### config.mk
export PLATFORM = sky130hd
export DESIGN_NAME = if_id_buffer_flat
export DESIGN_NICKNAME = d
export VERILOG_FILES = /design/src/rtl/if_id_buffer_if.sv /design/src/rtl/if_id_buffer.sv /design/src/flat_wrapper.sv
export SDC_FILE = /design/constraint.sdc
export NUM_CORES = 1
export LEC_CHECK = 0
export CORE_MARGIN = 2
export CORE_UTILIZATION = 31
export CTS_CLUSTER_DIAMETER = 50
export CTS_CLUSTER_SIZE = 8
export DETAILED_ROUTE_END_ITERATION = 7
export PLACE_DENSITY_LB_ADDON = 0.3
export REMOVE_ABC_BUFFERS = 1
export SETUP_SLACK_MARGIN = 0.3
export SKIP_LAST_GASP = 1
export SLEW_MARGIN = 20
export SYNTH_ARGS = -nofsm -noshare
export SYNTH_HDL_FRONTEND = slang
export SYNTH_SLANG_ARGS = --single-unit
### constraint.sdc
create_clock -name clk -period 3.8 [get_ports clk]
set_input_delay 1.14 -clock clk [delete_from_list [all_inputs] [get_ports clk]]
set_output_delay 1.14 -clock clk [all_outputs]
set_load 0.005 [all_outputs]
### src/rtl/if_id_buffer_if.sv
// Valid/ready stage bus carrying one fetched bundle {pc, ins, cycle, halt}.
// The producer uses the master modport and the consumer uses the slave modport.
`timescale 1ns/1ps

interface if_id_buffer_if;
    logic        valid;
    logic        ready;
    logic [31:0] pc;
    logic [31:0] ins;
    logic [31:0] cycle;
    logic        halt;

    modport master (
        output valid,
        output pc,
        output ins,
        output cycle,
        output halt,
        input  ready
    );

    modport slave (
        input  valid,
        input  pc,
        input  ins,
        input  cycle,
        input  halt,
        output ready
    );
endinterface

### src/rtl/if_id_buffer.sv
// Two-entry elastic IF/ID buffer with flush squash, halt latching and
// debug counters for retired bundles and decode bubbles.
`timescale 1ns/1ps

module if_id_buffer #(
    parameter logic [31:0] NOP_INS = 32'h00000000,
    parameter int          CNT_W   = 32
) (
    input  logic             clk,
    input  logic             clr,
    if_id_buffer_if.slave    fetch,
    if_id_buffer_if.master   decode,
    input  logic             flush,
    output logic             halt_done,
    output logic [CNT_W-1:0] retired_count,
    output logic [CNT_W-1:0] bubble_count
);

    logic [31:0] pc_mem    [2];
    logic [31:0] ins_mem   [2];
    logic [31:0] cycle_mem [2];
    logic [1:0]  halt_mem;

    logic        rd_ptr;
    logic        wr_ptr;
    logic [1:0]  count;
    logic        halt_seen;
    logic        halt_done_q;

    logic        rd_ptr_d;
    logic        wr_ptr_d;
    logic [1:0]  count_d;
    logic        halt_seen_d;
    logic        halt_done_d;

    logic        in_ready;
    logic        out_valid;
    logic        push;
    logic        pop;
    logic        write_en;
    logic        bubble;

    // in_ready looks only at registered state so fetch never sees a
    // combinational path from decode back-pressure or the EX flush.
    assign in_ready  = (count != 2'd2) && !halt_seen && !halt_done_q;
    assign out_valid = (count != 2'd0);
    assign push      = fetch.valid && in_ready;
    assign pop       = out_valid && decode.ready;
    assign write_en  = push && !flush;
    assign bubble    = decode.ready && !out_valid && !halt_done_q;

    always_comb begin
        rd_ptr_d    = rd_ptr;
        wr_ptr_d    = wr_ptr;
        count_d     = count;
        halt_seen_d = halt_seen;
        halt_done_d = halt_done_q;

        if (pop) begin
            rd_ptr_d = ~rd_ptr;
            if (halt_mem[rd_ptr]) begin
                halt_done_d = 1'b1;
            end
        end

        // A flush still lets the same-cycle pop retire, but squashes
        // everything else, including a halt that has not been delivered.
        if (flush) begin
            rd_ptr_d    = 1'b0;
            wr_ptr_d    = 1'b0;
            count_d     = 2'd0;
            halt_seen_d = 1'b0;
        end else begin
            if (push) begin
                wr_ptr_d = ~wr_ptr;
                if (fetch.halt) begin
                    halt_seen_d = 1'b1;
                end
            end
            count_d = count + {1'b0, push} - {1'b0, pop};
        end
    end

    always_ff @(posedge clk) begin
        if (clr) begin
            rd_ptr      <= 1'b0;
            wr_ptr      <= 1'b0;
            count       <= 2'd0;
            halt_seen   <= 1'b0;
            halt_done_q <= 1'b0;
        end else begin
            rd_ptr      <= rd_ptr_d;
            wr_ptr      <= wr_ptr_d;
            count       <= count_d;
            halt_seen   <= halt_seen_d;
            halt_done_q <= halt_done_d;
        end
    end

    // Entries are not cleared on pop; validity comes from count alone.
    always_ff @(posedge clk) begin
        if (clr) begin
            for (int i = 0; i < 2; i++) begin
                pc_mem[i]    <= 32'h0;
                ins_mem[i]   <= NOP_INS;
                cycle_mem[i] <= 32'h0;
            end
            halt_mem <= 2'b00;
        end else if (write_en) begin
            pc_mem[wr_ptr]    <= fetch.pc;
            ins_mem[wr_ptr]   <= fetch.ins;
            cycle_mem[wr_ptr] <= fetch.cycle;
            halt_mem[wr_ptr]  <= fetch.halt;
        end
    end

    always_ff @(posedge clk) begin
        if (clr) begin
            retired_count <= '0;
            bubble_count  <= '0;
        end else begin
            if (pop) begin
                retired_count <= retired_count + CNT_W'(1);
            end
            if (bubble) begin
                bubble_count <= bubble_count + CNT_W'(1);
            end
        end
    end

    assign fetch.ready  = in_ready;
    assign decode.valid = out_valid;
    assign decode.pc    = out_valid ? pc_mem[rd_ptr]    : 32'h0;
    assign decode.ins   = out_valid ? ins_mem[rd_ptr]   : NOP_INS;
    assign decode.cycle = out_valid ? cycle_mem[rd_ptr] : 32'h0;
    assign decode.halt  = out_valid && halt_mem[rd_ptr];
    assign halt_done    = halt_done_q;

    a_count_range : assert property (@(posedge clk) disable iff (clr)
        count != 2'd3);

    a_no_push_when_full : assert property (@(posedge clk) disable iff (clr)
        (count == 2'd2) |-> !in_ready);

endmodule
### src/flat_wrapper.sv
// flat-port wrapper written by rule: the top's interface ports become plain ports
module if_id_buffer_flat 
#(
    parameter logic [31:0] NOP_INS = 32'h00000000,
    parameter int          CNT_W   = 32
)
  (clk, clr, flush, halt_done, retired_count, bubble_count, fetch_valid, fetch_pc, fetch_ins, fetch_cycle, fetch_halt, fetch_ready, decode_valid, decode_pc, decode_ins, decode_cycle, decode_halt, decode_ready);
  if_id_buffer_if fetch_i ();
  if_id_buffer_if decode_i ();
  input  logic clk;
  input  logic clr;
  input  logic flush;
  output logic halt_done;
  output logic [CNT_W-1:0] retired_count;
  output logic [CNT_W-1:0] bubble_count;
  input wire logic [$bits(fetch_i.valid)-1:0] fetch_valid;
  input wire logic [$bits(fetch_i.pc)-1:0] fetch_pc;
  input wire logic [$bits(fetch_i.ins)-1:0] fetch_ins;
  input wire logic [$bits(fetch_i.cycle)-1:0] fetch_cycle;
  input wire logic [$bits(fetch_i.halt)-1:0] fetch_halt;
  output wire logic [$bits(fetch_i.ready)-1:0] fetch_ready;
  output wire logic [$bits(decode_i.valid)-1:0] decode_valid;
  output wire logic [$bits(decode_i.pc)-1:0] decode_pc;
  output wire logic [$bits(decode_i.ins)-1:0] decode_ins;
  output wire logic [$bits(decode_i.cycle)-1:0] decode_cycle;
  output wire logic [$bits(decode_i.halt)-1:0] decode_halt;
  input wire logic [$bits(decode_i.ready)-1:0] decode_ready;
  assign fetch_i.valid = fetch_valid;
  assign fetch_i.pc = fetch_pc;
  assign fetch_i.ins = fetch_ins;
  assign fetch_i.cycle = fetch_cycle;
  assign fetch_i.halt = fetch_halt;
  assign fetch_ready = fetch_i.ready;
  assign decode_valid = decode_i.valid;
  assign decode_pc = decode_i.pc;
  assign decode_ins = decode_i.ins;
  assign decode_cycle = decode_i.cycle;
  assign decode_halt = decode_i.halt;
  assign decode_i.ready = decode_ready;
  if_id_buffer #(.NOP_INS(NOP_INS), .CNT_W(CNT_W)) u_core (.clk(clk), .clr(clr), .fetch(fetch_i), .decode(decode_i), .flush(flush), .halt_done(halt_done), .retired_count(retired_count), .bubble_count(bubble_count));
endmodule
==> flow_summary.ini, run 1 <==
[worst_setup_path]
worstSetupPathType = reg -> out
crit_arrival_ns = 2.24
crit_buf_inv = 2
timing.rr.end = u_core.count[1]
critPathCaptureType = output pin
start_kind = register
reg2reg_slack_ns = 1.46
crit_family = buffers and inverters
crit_path_max_incr_delay_ns = 0.54
crit_chain = buf_12 -> mux2i_1 -> nor2_1 -> clkdlybuf4s50_1
rr_worst_depth = 11
crit_fanout = 66
required_ns = 2.66
crit_cells = 4
timing.rr.start = u_core.count[1]
slowest_stage = clkdlybuf4s50_1

[routing]
drtIter0Drc = 405
ant_nets = 0
wl_per_cell_um = 17.0
wirelength_mm = 31.1
drt-vias-per-instance = 4.77
via_count = 8705
first_pass_iters = 5
drc = 0

[worst_hold_path]
min_from = u_core.halt_mem[1]
hp-class = reg -> reg
holdPathEnd = u_core.halt_mem[1]
min_path_cells = 1

[flow_run]
drv_cap = 0

[floorplanning]
dieWidth_um = 201
die_h_um = 201
num_io_pins = 266
core_um2 = 37800
rows = 71
start_util_pct = 31.6
die-area_um2 = 40200

[timing]
tightest_slew_ns = 0.850
min_period_over_period_pct = 89.0
final-setup-viol-count = 0
maxSlewHeadroom_pct = 43.3
rsz0062_at_grt = true
finalHoldViolCount = 0
fin_skew_ns = 0.0146
max_clock_freq_mhz = 296
drv_slew = 0
tns_ns = 0
period_needed_ns = 3.38

[logic_synthesis]
synth_top_area_share_pct = 48.2
synth_cell_types = 39
ys_seq_area_share_pct = 60.4
synth_ff_type = edfxtp_1
synthCells = 1029
syn_area_um2 = 12000
yosys.area.top_type = edfxtp_1
synth-seq-cells = 265
async_reset_ff_share_pct = 0
ys.warnings.count = 0
synth_area_leaders = edfxtp_1 (48%), dfxtp_1 (12%), and2_1 (10%)
synth_commonest_cells = and2_1 (193), edfxtp_1 (192), nor2_1 (130), mux2i_1 (98), dfxtp_1 (73)
syn_avg_cell_area_um2 = 11.6
synth-edff-count = 192
yosys.cell_count.top_type = and2_1

[cts]
cts_made_buffers = 42
clkLatencyLatePin_ns = 0.55
cts.sinks = 265
cts_tree = built
path_clk_slew_ns = 0.05
cts_max_level = 2
root_buffer = clkbuf_16
cts_setup_buffers = 0
cts_buffer_depth = 3

[place]
io_buffers = 265
hpwl_mm = 19.5
place_congestion = 0.777
place_inst = 1762

[run_status]
status = finished, final reports clean

[power_and_ir_drop]
peakVddDrop_v = 0.000235
power_density_nw_per_um2 = 447
finalPower_mw = 7.42
p_leak_nw = 5.70

[layout]
syn_to_final_growth_pct = 38.6
layout-drive-gt1-share_pct = 7.32
layout.nets = 1401
fin_cells = 1824

[grt]
antenna_found_initial = 3
grt_max_degree = 98
grt_pass1_vias = 8725
grtUsageTotal_pct = 15.3
grt_pass1_wl_mm = 48.7
gr-total-overflow = 0
layer usage:
metal,global-route usage [%],vias to the layer above,part of all wire [%]
met3,5.62,44,8.1
met4,3.92,6,1.6
met5,0,-,0.11
met1,20.0,4182,45
li1,-,4195,-
met2,24.0,278,46
worst max path at each step:
stage                                from  slack [ns]                        to
final                            register        0.42             decode_ins[8]
after global routing             register        0.30             decode_pc[11]
after CTS                        register        0.34             decode_pc[23]
after detailed placement     decode_ready        0.37  u_core.retired_count[16]
after global placement       decode_ready        0.42  u_core.retired_count[22]
after floorplan           u_core.count[1]       -1.36           u_core.count[1]
timing repair:
action / 4_1_cts / 5_1_grt
setup endpoints to repair: 0 / 1
hold buffers: 0 / 0
resized for setup: 0 / 1
hold endpoints to repair: 0 / 0
layout by cell type, fill, tap and decap left out, types with 12 or more instances in the layout:
master,n
nor2b_1,13
mux2_2,12
nand3_1,20
and2_1,193
nand2_1,23
clkdlybuf4s50_1,264
mux2i_1,98
o31ai_1,20
nand4_1,18
clkbuf_16,45
edfxtp_1,192
or4_1,21
a21oi_1,37
or3_1,12
dfxtp_1,72
o21ai_0,12
nor2_1,129
xor2_1,12
cell type report:
type / count / area [um^2]
multi-input cells: 688 / 4480
diodes: 1 / 2.50
clock buffers: 52 / 1160
inverters: 13 / 53.8
repair buffers: 285 / 2940
flip-flops and latches: 265 / 7230
clock inverters: 9 / 88.8
well taps: 511 / 639
fillers: 3576 / 21300
cell families (layout without fill, tap and decap cells):
group,Yosys count,in the layout,share of synthesized area [%]
xor gates and xnor gates,21,21,1.54
buffers and inverters,76,359,2.39
and+or+nand+nor,478,478,22.2
AOI/OAI and AO/OA,75,75,3.79
adders and majority gates,4,4,0.418
other,0,1,0
muxes,110,110,9.32
DFF,265,265,60.4
where the power goes:
part	internal [mW]	leakage (nW)	switching [mW]	total, mW
Clock	2.19	0.613	1.28	3.48
Sequential	3.25	2.60	0.0442	3.29
Combinational	0.332	2.48	0.313	0.646
state kept, by name (all words and copies together) (netlist names), 2 cells and up, named ones only:
signal and count:
u_core.retired_count 32, u_core.halt_mem 2, u_core.pc_mem 64, u_core.count 2, u_core.cycle_mem 64, u_core.ins_mem 64, u_core.bubble_count 32
through the flow:
stage                     worst slack (ns)  utilization (%)  instance area (um^2)  hold WS [ns]
after floorplan                      -1.36                -                 11700         0.448
after detailed placement             0.370             40.5                 15300         0.466
final                                0.419             43.8                 16600         0.480
after CTS                            0.338             43.8                 16600         0.482
after global routing                 0.300             43.8                 16600         0.497
after global placement               0.425             40.5                 15300         0.470
Power figures use the tool's default switching activity.
==> inputs of run 2 (changes only) <==
--- a/config.mk
+++ b/config.mk
@@ -5,11 +5,13 @@
 export SDC_FILE = /design/constraint.sdc
 export NUM_CORES = 1
 export LEC_CHECK = 0
+export ABC_AREA = 0
 export CORE_MARGIN = 2
 export CORE_UTILIZATION = 31
 export CTS_CLUSTER_DIAMETER = 50
 export CTS_CLUSTER_SIZE = 8
 export DETAILED_ROUTE_END_ITERATION = 7
+export GPL_ROUTABILITY_DRIVEN = 0
 export PLACE_DENSITY_LB_ADDON = 0.3
 export REMOVE_ABC_BUFFERS = 1
 export SETUP_SLACK_MARGIN = 0.3
==> results of run 2 <==
Same layout as run 1: the final DEF is identical, and so are final timing and power.
==> inputs of run 3 (changes only) <==
--- a/config.mk
+++ b/config.mk
@@ -8,7 +8,6 @@
 export ABC_AREA = 0
 export CORE_MARGIN = 2
 export CORE_UTILIZATION = 31
-export CTS_CLUSTER_DIAMETER = 50
 export CTS_CLUSTER_SIZE = 8
 export DETAILED_ROUTE_END_ITERATION = 7
 export GPL_ROUTABILITY_DRIVEN = 0
==> run 3 against run 2 <==
Combinational power about the same. Register-to-register slack about the same. Critical path depth unchanged. Cell area decreased by 1.1%. Worst setup slack improved by 0.018 ns. Non-clock buffer count unchanged. Clock skew increased by 0.0043 ns. Global-route usage about the same. Die area unchanged. Critical endpoint is now decode_pc[23]. Largest power group is now sequential cells.
==> flow_summary.ini, run 3 (synthesized netlist as in run 1, its figures left out) <==
[run_status]
status = finished, final reports clean

[layout]
final_common_cell = clkdlybuf4s50_1
layout-drive-gt1-share_pct = 6.68
reg_top3 = u_core.cycle_mem (64), u_core.ins_mem (64), u_core.pc_mem (64)
num-fill-cells = 3603
layout.nets = 1398
final_cell_mix = clkdlybuf4s50_1 (264), and2_1 (193), edfxtp_1 (192)
syn_to_final_growth_pct = 37.0

[floorplanning]
die-area_um2 = 40200
num_io_pins = 266
core_um2 = 37800
die_h_um = 201
rows = 71
start_util_pct = 31.6
dieWidth_um = 201

[cts]
cts_resized = 0
cts_max_level = 2
clkLatencyLatePin_ns = 0.54
hold_buffers = 0
cts_made_buffers = 39
path_clk_slew_ns = 0.05
cts_setup_buffers = 0
cts_tree = built
cts.sinks = 265
cts_buffer_depth = 3
root_buffer = clkbuf_16

[worst_setup_path]
required_ns = 2.66
slowest_stage = clkdlybuf4s50_1
crit_chain = buf_4 -> mux2i_1 -> nor2_1 -> clkdlybuf4s50_1
critPathCaptureType = output pin
start_kind = register
crit_path_max_incr_delay_ns = 0.56
worstSetupPathType = reg -> out
crit_fanout = 30
crit_arrival_ns = 2.22

[power_and_ir_drop]
clkPwrFrac_pct = 44.0
p_sw_mw = 1.57
power_density_nw_per_um2 = 429
peakVddDrop_v = 0.000245
p_comb_share_pct = 9.2
p_leak_nw = 5.60
intPower_mw = 5.46
sw_frac_of_total_pct = 22.4
seq_power_share_pct = 46.8

[flow_run]
drv_cap = 0

[timing]
tightest_slew_ns = 0.852
fin_skew_ns = 0.0189
finalHoldViolCount = 0
final-setup-viol-count = 0
period_needed_ns = 3.36
min_period_over_period_pct = 88.5
setup_ws_ns = 0.437
max_clock_freq_mhz = 297
tns_ns = 0
maxSlewHeadroom_pct = 43.2
drv_slew = 0
rsz0062_at_grt = false

[routing]
wl_per_cell_um = 17.1
drtIter0Drc = 384
wirelength_mm = 31.0
drc = 0
ant_nets = 0
first_pass_iters = 5
drt-vias-per-instance = 4.80
via_count = 8713

[place]
dp_slack_ns = 0.370
hpwl_mm = 19.5
io_buffers = 265

[grt]
grt_pass1_vias = 8733
grt_pass1_wl_mm = 48.8
gr-total-overflow = 0
grtUsageTotal_pct = 15.3
antenna_found_initial = 3
grt_max_degree = 98

[worst_hold_path]
hp-class = reg -> reg
## run 3: cell count changes in the layout (fill, tap and decap cells not counted), sizes merged
| cell | change |
|---|---|
| bufinv | -1 |
| clkbuf | -4 |
| clkinv | -7 |
| clkinvlp | +1 |
| diode | +1 |
| inv | +1 |
## run 3: cell type report
type	instances	area [um^2]	area share (%)
Sequential cell	265	7230	44.1
Multi-Input combinational cell	688	4480	27.3
Timing Repair Buffer	285	2940	17.9
Clock buffer	48	1030	6.28
Tap cell	511	639	3.90
Inverter	13	53.8	0.328
Clock inverter	3	32.5	0.198
Antenna cell	2	5.00	0.0305
## run 3: critical path, delay by kind of cell, from the launching register on
family / cells / cell delay, ns
DFF: 1 / 0.35
and+or+nand+nor: 1 / 0.14
buffers and inverters: 2 / 1.02
muxes: 1 / 0.15
## run 3: stage by stage
stage	power (mW)	util, %	hold WS [ns]	area (um^2)	instances
global route	7.32	43.3	0.521	16400	1813
detailed placement	4.01	40.5	0.466	15300	1762
floorplan	3.61	-	0.448	11700	966
finish	7.03	43.3	0.481	16400	1815
CTS	7.16	43.3	0.490	16400	1813
global placement	3.99	40.5	0.470	15300	1762
## run 3: layer usage
layer | part of all wire [%] | GRT usage (%)
met5 | 0.11 | 0
met4 | 2.0 | 4.92
met3 | 7.7 | 4.72
met2 | 45 | 24.0
met1 | 45 | 20.2
## run 3: path summary, 6_finish.rpt
| check | startpoint | depth (start not counted) | slack, ns | to |
|---|---|---|---|---|
| setup / recovery | register | 4 | 0.44 | decode_pc[23] |
| hold / removal | u_core.halt_mem[1] | 1 | 0.48 | u_core.halt_mem[1] |
| setup reg to reg | u_core.count[1] | 11 | 1.46 | u_core.count[1] |
| hold reg to reg | u_core.halt_mem[1] | 1 | 0.48 | u_core.halt_mem[1] |
## run 3: power groups by stage
stage	Combinational, mW	Clock (mW)	Sequential, mW
after floorplan	0.255	0	3.35
after global placement	0.655	0	3.34
after detailed placement	0.661	0	3.34
after CTS	0.664	3.21	3.29
after global routing	0.705	3.32	3.30
final	0.646	3.10	3.29
